File: src/rtl/hub75_pkg.sv
// Shared types and constants for the HUB75 bus sink.
package hub75_pkg;

  // One pixel as it appears on the bus, MSB first: {r1,g1,b1,r2,g2,b2}.
  typedef struct packed {
    logic r1;
    logic g1;
    logic b1;
    logic r2;
    logic g2;
    logic b2;
  } pixel_t;

  localparam int HUB75_COLS   = 32;
  localparam int HUB75_ADDR_W = 3;

  // Bus bundle carried through the synchronizer: oe, lat, oclk, abc, pixel.
  localparam int HUB75_BUS_W  = 3 + HUB75_ADDR_W + $bits(pixel_t);

endpackage

File: src/rtl/hub75_sync.sv
// Synchronizes every HUB75 bus input through one common flop chain so the
// signals stay mutually aligned, then detects shift (oclk rise) and
// latch (lat fall) events on the synchronized copies.
module hub75_sync
  import hub75_pkg::*;
#(
  parameter int SYNC_STAGES = 2
) (
  input  logic                    clk,
  input  logic                    reset,
  input  logic [5:0]              rgb,
  input  logic [HUB75_ADDR_W-1:0] abc,
  input  logic                    oclk,
  input  logic                    lat,
  input  logic                    oe,
  output logic [5:0]              pixel,
  output logic [HUB75_ADDR_W-1:0] abc_s,
  output logic                    oe_s,
  output logic                    shift,
  output logic                    latch
);

  localparam int OE_BIT   = HUB75_BUS_W - 1;
  localparam int LAT_BIT  = HUB75_BUS_W - 2;
  localparam int OCLK_BIT = HUB75_BUS_W - 3;

  logic [HUB75_BUS_W-1:0] chain [SYNC_STAGES];
  logic [HUB75_BUS_W-1:0] last;
  logic                   oclk_q;
  logic                   lat_q;

  assign last = chain[SYNC_STAGES-1];

  // Shift the whole bus bundle through the chain; remember previous oclk/lat.
  always_ff @(posedge clk or posedge reset) begin
    if (reset) begin
      for (int i = 0; i < SYNC_STAGES; i++) chain[i] <= '0;
      oclk_q <= 1'b0;
      lat_q  <= 1'b0;
    end else begin
      chain[0] <= {oe, lat, oclk, abc, rgb};
      for (int i = 1; i < SYNC_STAGES; i++) chain[i] <= chain[i-1];
      oclk_q <= last[OCLK_BIT];
      lat_q  <= last[LAT_BIT];
    end
  end

  assign pixel = last[5:0];
  assign abc_s = last[OCLK_BIT-1 -: HUB75_ADDR_W];
  assign oe_s  = last[OE_BIT];
  assign shift = last[OCLK_BIT] & ~oclk_q;
  assign latch = ~last[LAT_BIT] & lat_q;

endmodule

File: src/rtl/hub75_sink.sv
// HUB75 bus sink: captures shifted pixels into a row buffer and presents each
// latched row on a valid/ready output with length flags and oe on-time.
//
// Handshake: a row is transferred when row_valid && row_ready at a rising clk
// edge; row_valid/row_* are held stable until then unless a newer latch event
// overwrites them, in which case overrun is flagged.
module hub75_sink
  import hub75_pkg::*;
#(
  parameter int COLS        = HUB75_COLS,
  parameter int SYNC_STAGES = 2,
  localparam int CNT_W      = $clog2(COLS + 1)
) (
  input  logic                    clk,
  input  logic                    reset,
  input  logic                    r1,
  input  logic                    g1,
  input  logic                    b1,
  input  logic                    r2,
  input  logic                    g2,
  input  logic                    b2,
  input  logic [HUB75_ADDR_W-1:0] abc,
  input  logic                    oclk,
  input  logic                    lat,
  input  logic                    oe,
  output logic [6*COLS-1:0]       row_data,
  output logic [HUB75_ADDR_W-1:0] row_addr,
  output logic                    row_valid,
  input  logic                    row_ready,
  output logic [CNT_W-1:0]        col_count,
  output logic                    short_row,
  output logic                    long_row,
  output logic                    overrun,
  input  logic                    clear,
  output logic [15:0]             on_cycles
);

  pixel_t                  pixel;
  logic [5:0]              pixel_bits;
  logic [HUB75_ADDR_W-1:0] abc_s;
  logic                    oe_s;
  logic                    shift;
  logic                    latch;

  logic [6*COLS-1:0] shift_buf, buf_nxt;
  logic [CNT_W-1:0]  count, cnt_nxt;
  logic              excess, exc_nxt;
  logic [15:0]       on_cnt, on_nxt;

  hub75_sync #(.SYNC_STAGES(SYNC_STAGES)) u_sync (
    .clk   (clk),
    .reset (reset),
    .rgb   ({r1, g1, b1, r2, g2, b2}),
    .abc   (abc),
    .oclk  (oclk),
    .lat   (lat),
    .oe    (oe),
    .pixel (pixel_bits),
    .abc_s (abc_s),
    .oe_s  (oe_s),
    .shift (shift),
    .latch (latch)
  );

  assign pixel = pixel_t'(pixel_bits);

  // Next buffer/count/excess including this cycle's shift, so a shift that
  // coincides with a latch lands in the latched row.
  always_comb begin
    buf_nxt = shift_buf;
    cnt_nxt = count;
    exc_nxt = excess;
    if (shift) begin
      if (count < CNT_W'(COLS)) begin
        for (int i = 0; i < COLS; i++) begin
          if (count == CNT_W'(i)) buf_nxt[6*i +: 6] = pixel;
        end
        cnt_nxt = count + CNT_W'(1);
      end else begin
        exc_nxt = 1'b1;
      end
    end
  end

  // Saturating count of cycles with oe high, including the current cycle.
  always_comb begin
    on_nxt = on_cnt;
    if (oe_s && on_cnt != 16'hFFFF) on_nxt = on_cnt + 16'd1;
  end

  // Capture state; a latch empties it so unused slots of the next row read zero.
  always_ff @(posedge clk or posedge reset) begin
    if (reset) begin
      shift_buf <= '0;
      count     <= '0;
      excess    <= 1'b0;
      on_cnt    <= '0;
    end else if (latch) begin
      shift_buf <= '0;
      count     <= '0;
      excess    <= 1'b0;
      on_cnt    <= '0;
    end else begin
      shift_buf <= buf_nxt;
      count     <= cnt_nxt;
      excess    <= exc_nxt;
      on_cnt    <= on_nxt;
    end
  end

  // Output row registers, loaded on every latch event.
  always_ff @(posedge clk or posedge reset) begin
    if (reset) begin
      row_data  <= '0;
      row_addr  <= '0;
      col_count <= '0;
      short_row <= 1'b0;
      long_row  <= 1'b0;
      on_cycles <= '0;
    end else if (latch) begin
      row_data  <= buf_nxt;
      row_addr  <= abc_s;
      col_count <= cnt_nxt;
      short_row <= (cnt_nxt < CNT_W'(COLS));
      long_row  <= exc_nxt;
      on_cycles <= on_nxt;
    end
  end

  // Output handshake and sticky overrun; setting wins over clear.
  always_ff @(posedge clk or posedge reset) begin
    if (reset) begin
      row_valid <= 1'b0;
      overrun   <= 1'b0;
    end else begin
      if (latch) begin
        row_valid <= 1'b1;
      end else if (row_valid && row_ready) begin
        row_valid <= 1'b0;
      end
      if (latch && row_valid && !row_ready) begin
        overrun <= 1'b1;
      end else if (clear) begin
        overrun <= 1'b0;
      end
    end
  end

endmodule

File: config.mk
export PLATFORM = sky130hd
export DESIGN_NAME = hub75_sink
export DESIGN_NICKNAME = d
export VERILOG_FILES = /design/src/rtl/hub75_pkg.sv /design/src/rtl/hub75_sync.sv /design/src/rtl/hub75_sink.sv
export SDC_FILE = /design/constraint.sdc
export NUM_CORES = 1
export LEC_CHECK = 0
export BUFFER_PORTS_ARGS = -buffer_cell sky130_fd_sc_hd__buf_4
export CORE_ASPECT_RATIO = 2
export CORE_MARGIN = 5
export CORE_UTILIZATION = 60
export DETAILED_ROUTE_END_ITERATION = 8
export GPL_TIMING_DRIVEN = 0
export PLACE_DENSITY = 0.83
export REMOVE_ABC_BUFFERS = 1
export SLEW_MARGIN = 20
export SYNTH_ARGS = -nofsm -noshare
export SYNTH_HDL_FRONTEND = slang
export SYNTH_SLANG_ARGS = --single-unit
File: constraint.sdc
create_clock -name clk -period 38.3 [get_ports clk]
set_input_delay 0 -clock clk [delete_from_list [all_inputs] [get_ports clk]]
set_output_delay 0 -clock clk [all_outputs]
set_load 0.02 [all_outputs]
==> flow_results.xml <==
<?xml version="1.0" encoding="UTF-8"?>
<metrics>
  <group name="grt">
    <metric name="grt_max_degree" unit="">115</metric>
    <metric name="grt_util_all_layers" unit="%">27.1</metric>
    <metric name="grt_first_pass_wirelength" unit="um">70400</metric>
    <metric name="antenna_found_initial" unit="">1</metric>
    <metric name="grt_overflow" unit="">0</metric>
    <metric name="first_global_vias" unit="">13300</metric>
  </group>
  <group name="yosys">
    <metric name="synth_edf_count" unit="">0</metric>
    <metric name="yosys_warnings" unit="">0</metric>
    <metric name="synth_seq_cells" unit="">462</metric>
    <metric name="combined_area_of_all_synthesized_cells" unit="sq mm">0.0175</metric>
    <metric name="post_synth_num_cell_types" unit="">44</metric>
    <metric name="ys_dominant_reg_cell" unit="">sky130_fd_sc_hd__dfrtp_1</metric>
    <metric name="share_of_async_settable_or_async_resettable_flops_after_synthesis" unit="%">100</metric>
    <metric name="synth.yosys.seq_area_share" unit="%">66.1</metric>
    <metric name="synthDominantAreaCellType" unit="">sky130_fd_sc_hd__dfrtp_1</metric>
    <metric name="postSynthAreaPerCell" unit="sq um">11.1</metric>
    <metric name="ys_top_cells_by_area" unit="">sky130_fd_sc_hd__dfrtp_1, sky130_fd_sc_hd__nor2_1, sky130_fd_sc_hd__mux2i_1, sky130_fd_sc_hd__a22oi_1, sky130_fd_sc_hd__o21ai_0</metric>
    <metric name="syn-instance-count" unit="">1583</metric>
    <metric name="synth_top_cell_area_share" unit="%">66.1</metric>
  </group>
  <group name="layout">
    <metric name="n_fill_cell" unit="">1899</metric>
    <metric name="final-instance-count-excl-fill" unit="">2175</metric>
    <metric name="layout.core_utilization" unit="%">73.9</metric>
    <metric name="stdcell_area" unit="sq mm">0.0213</metric>
    <metric name="synthToLayoutAreaGrowth" unit="%">21.9</metric>
    <metric name="multi_input_comb_area" unit="sq mm">0.00548</metric>
    <metric name="drive_gt1_share" unit="%">18.9</metric>
    <metric name="sequential_cell_area" unit="sq mm">0.0116</metric>
    <metric name="design.final.nets" unit="">1807</metric>
  </group>
  <group name="floorplanning">
    <metric name="core_region_area" unit="sq mm">0.0288</metric>
    <metric name="fp.dieArea" unit="sq mm">0.0329</metric>
    <metric name="chipHeight" unit="um">251</metric>
    <metric name="die-width" unit="um">131</metric>
    <metric name="ios" unit="">237</metric>
    <metric name="core.rowCount" unit="">88</metric>
    <metric name="floorplan.initialDensity" unit="%">60.6</metric>
  </group>
  <group name="setup_path">
    <metric name="critical_path_cell_count" unit="">5</metric>
    <metric name="setup_slack_of_the_most_critical_reg_to_reg_path" unit="ns">35.68</metric>
    <metric name="critical_path.cell_chain" unit="">nand2b_4, buf_12, buf_16, o22ai_1, dlygate4sd3_1</metric>
    <metric name="worstReg2RegStart" unit="">u_sync.last[10]</metric>
    <metric name="worst_path_dominant_cell_family" unit="">buffers and inverters</metric>
    <metric name="path_buf_inv" unit="">3</metric>
    <metric name="timing.rr.end" unit="">overrun</metric>
    <metric name="rr_worst_depth" unit="">5</metric>
    <metric name="crit_type" unit="">reg -&gt; reg</metric>
    <metric name="startpoint_type" unit="">flip-flop</metric>
    <metric name="arrival" unit="ns">3.04</metric>
    <metric name="end_kind" unit="">flip-flop</metric>
    <metric name="critPathSlowestCell" unit="">sky130_fd_sc_hd__nand2b_4</metric>
    <metric name="critPathMaxFanout" unit="">83</metric>
    <metric name="critPathRequiredTime" unit="ns">38.71</metric>
    <metric name="cp_slowest_stage_delay" unit="ns">0.67</metric>
  </group>
  <group name="routing">
    <metric name="finalWirelength" unit="um">43900</metric>
    <metric name="drt-wirelength-per-cell" unit="um">20.2</metric>
    <metric name="post_drt_via_cell_ratio" unit="">5.89</metric>
    <metric name="drtPass1Iterations" unit="">6</metric>
    <metric name="antenna_left" unit="">0</metric>
    <metric name="drc" unit="">0</metric>
    <metric name="detail_route.iter0.violations" unit="">895</metric>
    <metric name="vias_after_detailed_routing" unit="">12800</metric>
  </group>
  <group name="placed_design">
    <metric name="place_congestion" unit="">0.790</metric>
    <metric name="place.detailed.instances" unit="">2089</metric>
    <metric name="hpwlAfterDp" unit="um">29000</metric>
    <metric name="count_of_buffers_from_port_buffering" unit="">236</metric>
    <metric name="placedInstanceArea" unit="sq mm">0.0199</metric>
    <metric name="place_ws" unit="ns">35.54</metric>
  </group>
  <group name="hold_path">
    <metric name="timing.hold.worst.class" unit="">in -&gt; reg</metric>
    <metric name="worst_hold_end" unit="">u_sync.chain[18]</metric>
    <metric name="holdPathStages" unit="">2</metric>
    <metric name="worst_hold_startpoint" unit="">abc[0]</metric>
  </group>
  <group name="cts">
    <metric name="htree_levels" unit="">2</metric>
    <metric name="tritoncts" unit="">yes</metric>
    <metric name="cts_num_sinks" unit="">462</metric>
    <metric name="clock_tree.buffer_depth" unit="">3</metric>
    <metric name="cts-buffers-inserted" unit="">38</metric>
    <metric name="worstSkewPairLatency" unit="ns">0.53</metric>
    <metric name="post_cts_resize_count" unit="">0</metric>
    <metric name="clk_pin_slew_worst_paths" unit="ns">0.06</metric>
    <metric name="cts_root_buffer" unit="">sky130_fd_sc_hd__clkbuf_16</metric>
    <metric name="post-cts-setup-buffer-count" unit="">0</metric>
  </group>
  <group name="power_and_ir_drop">
    <metric name="sw_frac_of_total" unit="%">25.7</metric>
    <metric name="peakVddDrop" unit="uV">50.1</metric>
    <metric name="internal-power" unit="uW">767</metric>
    <metric name="power.static_leakage" unit="nW">10.8</metric>
    <metric name="post-layout-total-power" unit="mW">1.03</metric>
    <metric name="combPwrFrac" unit="%">11.4</metric>
    <metric name="p_switching" unit="uW">265</metric>
    <metric name="power.clock.fraction" unit="%">37.5</metric>
    <metric name="power.share.sequential" unit="%">51.1</metric>
    <metric name="power_density" unit="mW/mm^2">48.4</metric>
  </group>
  <group name="timing">
    <metric name="final-setup-viol-count" unit="">0</metric>
    <metric name="final_period_minus_worst_setup_slack" unit="ns">2.62</metric>
    <metric name="finalCritPeriodShare" unit="%">6.85</metric>
    <metric name="rsz0062_at_grt" unit="">no</metric>
    <metric name="final_report_hold_violation_count" unit="">0</metric>
    <metric name="timing.max_slew.rel_slack" unit="%">23.2</metric>
    <metric name="fin_worst_skew" unit="ns">0.0177</metric>
    <metric name="fin_tns_setup" unit="ns">0</metric>
    <metric name="final_hold_slack" unit="ns">0.117</metric>
    <metric name="setup_ws" unit="ns">35.68</metric>
    <metric name="report.final.slew_viol_count" unit="">0</metric>
    <metric name="max_slew.worst_pin.slew" unit="ns">1.15</metric>
    <metric name="timing.fmax" unit="MHz">381</metric>
  </group>
  <group name="run">
    <metric name="maximum_capacitance_violations" unit="">0</metric>
  </group>
  <group name="status">
    <metric name="status" unit="">finished, final reports clean</metric>
  </group>
</metrics>
==> power by group through the flow <==
stage	Clock, mW	Sequential [mW]	Combinational [mW]
after CTS	0.392	0.528	0.119
after detailed placement	0	0.537	0.116
after floorplan	0	0.552	0.0506
final	0.387	0.528	0.117
after global placement	0	0.537	0.115
after global routing	0.410	0.530	0.128
==> flip-flops by register name (all words and copies together) (netlist names), 3 cells and up <==
| register | cells |
|---|---|
| row_data | 192 |
| u_sync.last | 12 |
| u_sync.chain | 12 |
| col_count | 6 |
| row_addr | 3 |
| on_cycles | 16 |
| shift_buf | 192 |
| on_cnt | 16 |
| count | 6 |
==> cell usage after synthesis, types with 5 or more instances <==
cell	instances
sky130_fd_sc_hd__nand3_1	31
sky130_fd_sc_hd__nand2_1	126
sky130_fd_sc_hd__buf_1	6
sky130_fd_sc_hd__nor2_1	315
sky130_fd_sc_hd__mux2i_1	99
sky130_fd_sc_hd__buf_2	16
sky130_fd_sc_hd__o31ai_1	8
sky130_fd_sc_hd__clkbuf_1	92
sky130_fd_sc_hd__dfrtp_1	462
sky130_fd_sc_hd__and2_1	27
sky130_fd_sc_hd__nor3_1	10
sky130_fd_sc_hd__a31oi_1	8
sky130_fd_sc_hd__ha_1	5
sky130_fd_sc_hd__inv_1	9
sky130_fd_sc_hd__nand4_1	7
sky130_fd_sc_hd__o21ai_0	113
sky130_fd_sc_hd__a22oi_1	96
sky130_fd_sc_hd__a21oi_1	106
==> layout make-up <==
| type | count | share of cell area (%) |
|---|---|---|
| Clock inverter | 14 | 0.517 |
| Multi-Input combinational cell | 997 | 25.7 |
| Inverter | 9 | 0.194 |
| Antenna cell | 1 | 0.0117 |
| Timing Repair Buffer | 278 | 11.9 |
| Sequential cell | 462 | 54.2 |
| Tap cell | 360 | 2.11 |
| Clock buffer | 54 | 5.31 |
==> timing repair <==
item,4_1_cts,5_1_grt
hold buffers,17,0
hold endpoints to repair,127,0
endpoints found under the setup margin,0,0
==> layout by cell type, fill, tap and decap left out, drive strengths merged, types with 2 or more instances in the layout <==
| master | Yosys | layout |
|---|---|---|
| a22oi | 96 | 96 |
| nand2b | 3 | 3 |
| ha | 5 | 5 |
| mux2i | 99 | 99 |
| and2 | 30 | 30 |
| o31ai | 8 | 8 |
| or3 | 3 | 3 |
| a31oi | 8 | 8 |
| nand3 | 35 | 35 |
| dfrtp | 462 | 462 |
| nor3 | 10 | 10 |
| or4 | 4 | 4 |
| clkinvlp | 0 | 3 |
| or2 | 2 | 2 |
| inv | 9 | 10 |
| nand4 | 8 | 8 |
| clkbuf | 92 | 54 |
| nand2 | 126 | 126 |
| a21oi | 106 | 106 |
| clkinv | 0 | 9 |
| a21o | 2 | 2 |
| xor2 | 3 | 3 |
| xnor2 | 2 | 2 |
| o41ai | 2 | 2 |
| nor4b | 2 | 2 |
| a311oi | 2 | 2 |
| nor2b | 3 | 3 |
| o21ai | 113 | 113 |
| dlygate4sd3 | 0 | 17 |
| buf | 23 | 261 |
| nor2 | 315 | 315 |
| and3 | 3 | 3 |
==> how the worst max path moves through the flow <==
stage,startpoint,slack [ns],to
2_1_floorplan,u_sync.last[10],23.24,on_cnt[14]
3_3_place_gp,u_sync.last[10],17.64,on_cnt[15]
3_5_place_dp,count[4],35.54,row_data[118]
4_1_cts,count[4],35.49,row_data[104]
5_1_grt,reset,35.53,row_data[0]
6_report,u_sync.last[10],35.68,overrun
==> kinds of logic (layout without fill, tap and decap cells) <==
| family | Yosys count | count (layout) | share of synthesized area, % |
|---|---|---|---|
| compound gates | 340 | 340 | 11.5 |
| xor+xnor | 5 | 5 | 0.250 |
| fa+ha+maj | 5 | 5 | 0.358 |
| buf+inv | 124 | 355 | 2.80 |
| flops | 462 | 462 | 66.1 |
| mux | 99 | 99 | 5.66 |
| other cells | 0 | 1 | 0 |
| simple gates | 548 | 548 | 13.4 |
==> worst reg2reg max path, stage by stage (launching register included) <==
cell and delay (ns):
sky130_fd_sc_hd__dfrtp_1 0.43, sky130_fd_sc_hd__nand2b_4 0.67, sky130_fd_sc_hd__buf_12 0.35, sky130_fd_sc_hd__buf_16 0.34, sky130_fd_sc_hd__o22ai_1 0.15, sky130_fd_sc_hd__dlygate4sd3_1 0.56
==> routing by layer <==
metal	vias to the layer above	part of all wire [%]	track usage (%)	wire (um)
met1	6443	35	31.9	15600
met2	460	55	48.0	23900
met5	-	0	0	0
li1	5779	-	-	-
met3	129	5.1	3.88	2220
met4	0	4.9	12.9	2150
Note: power is estimated with default switching activity, not from simulation.
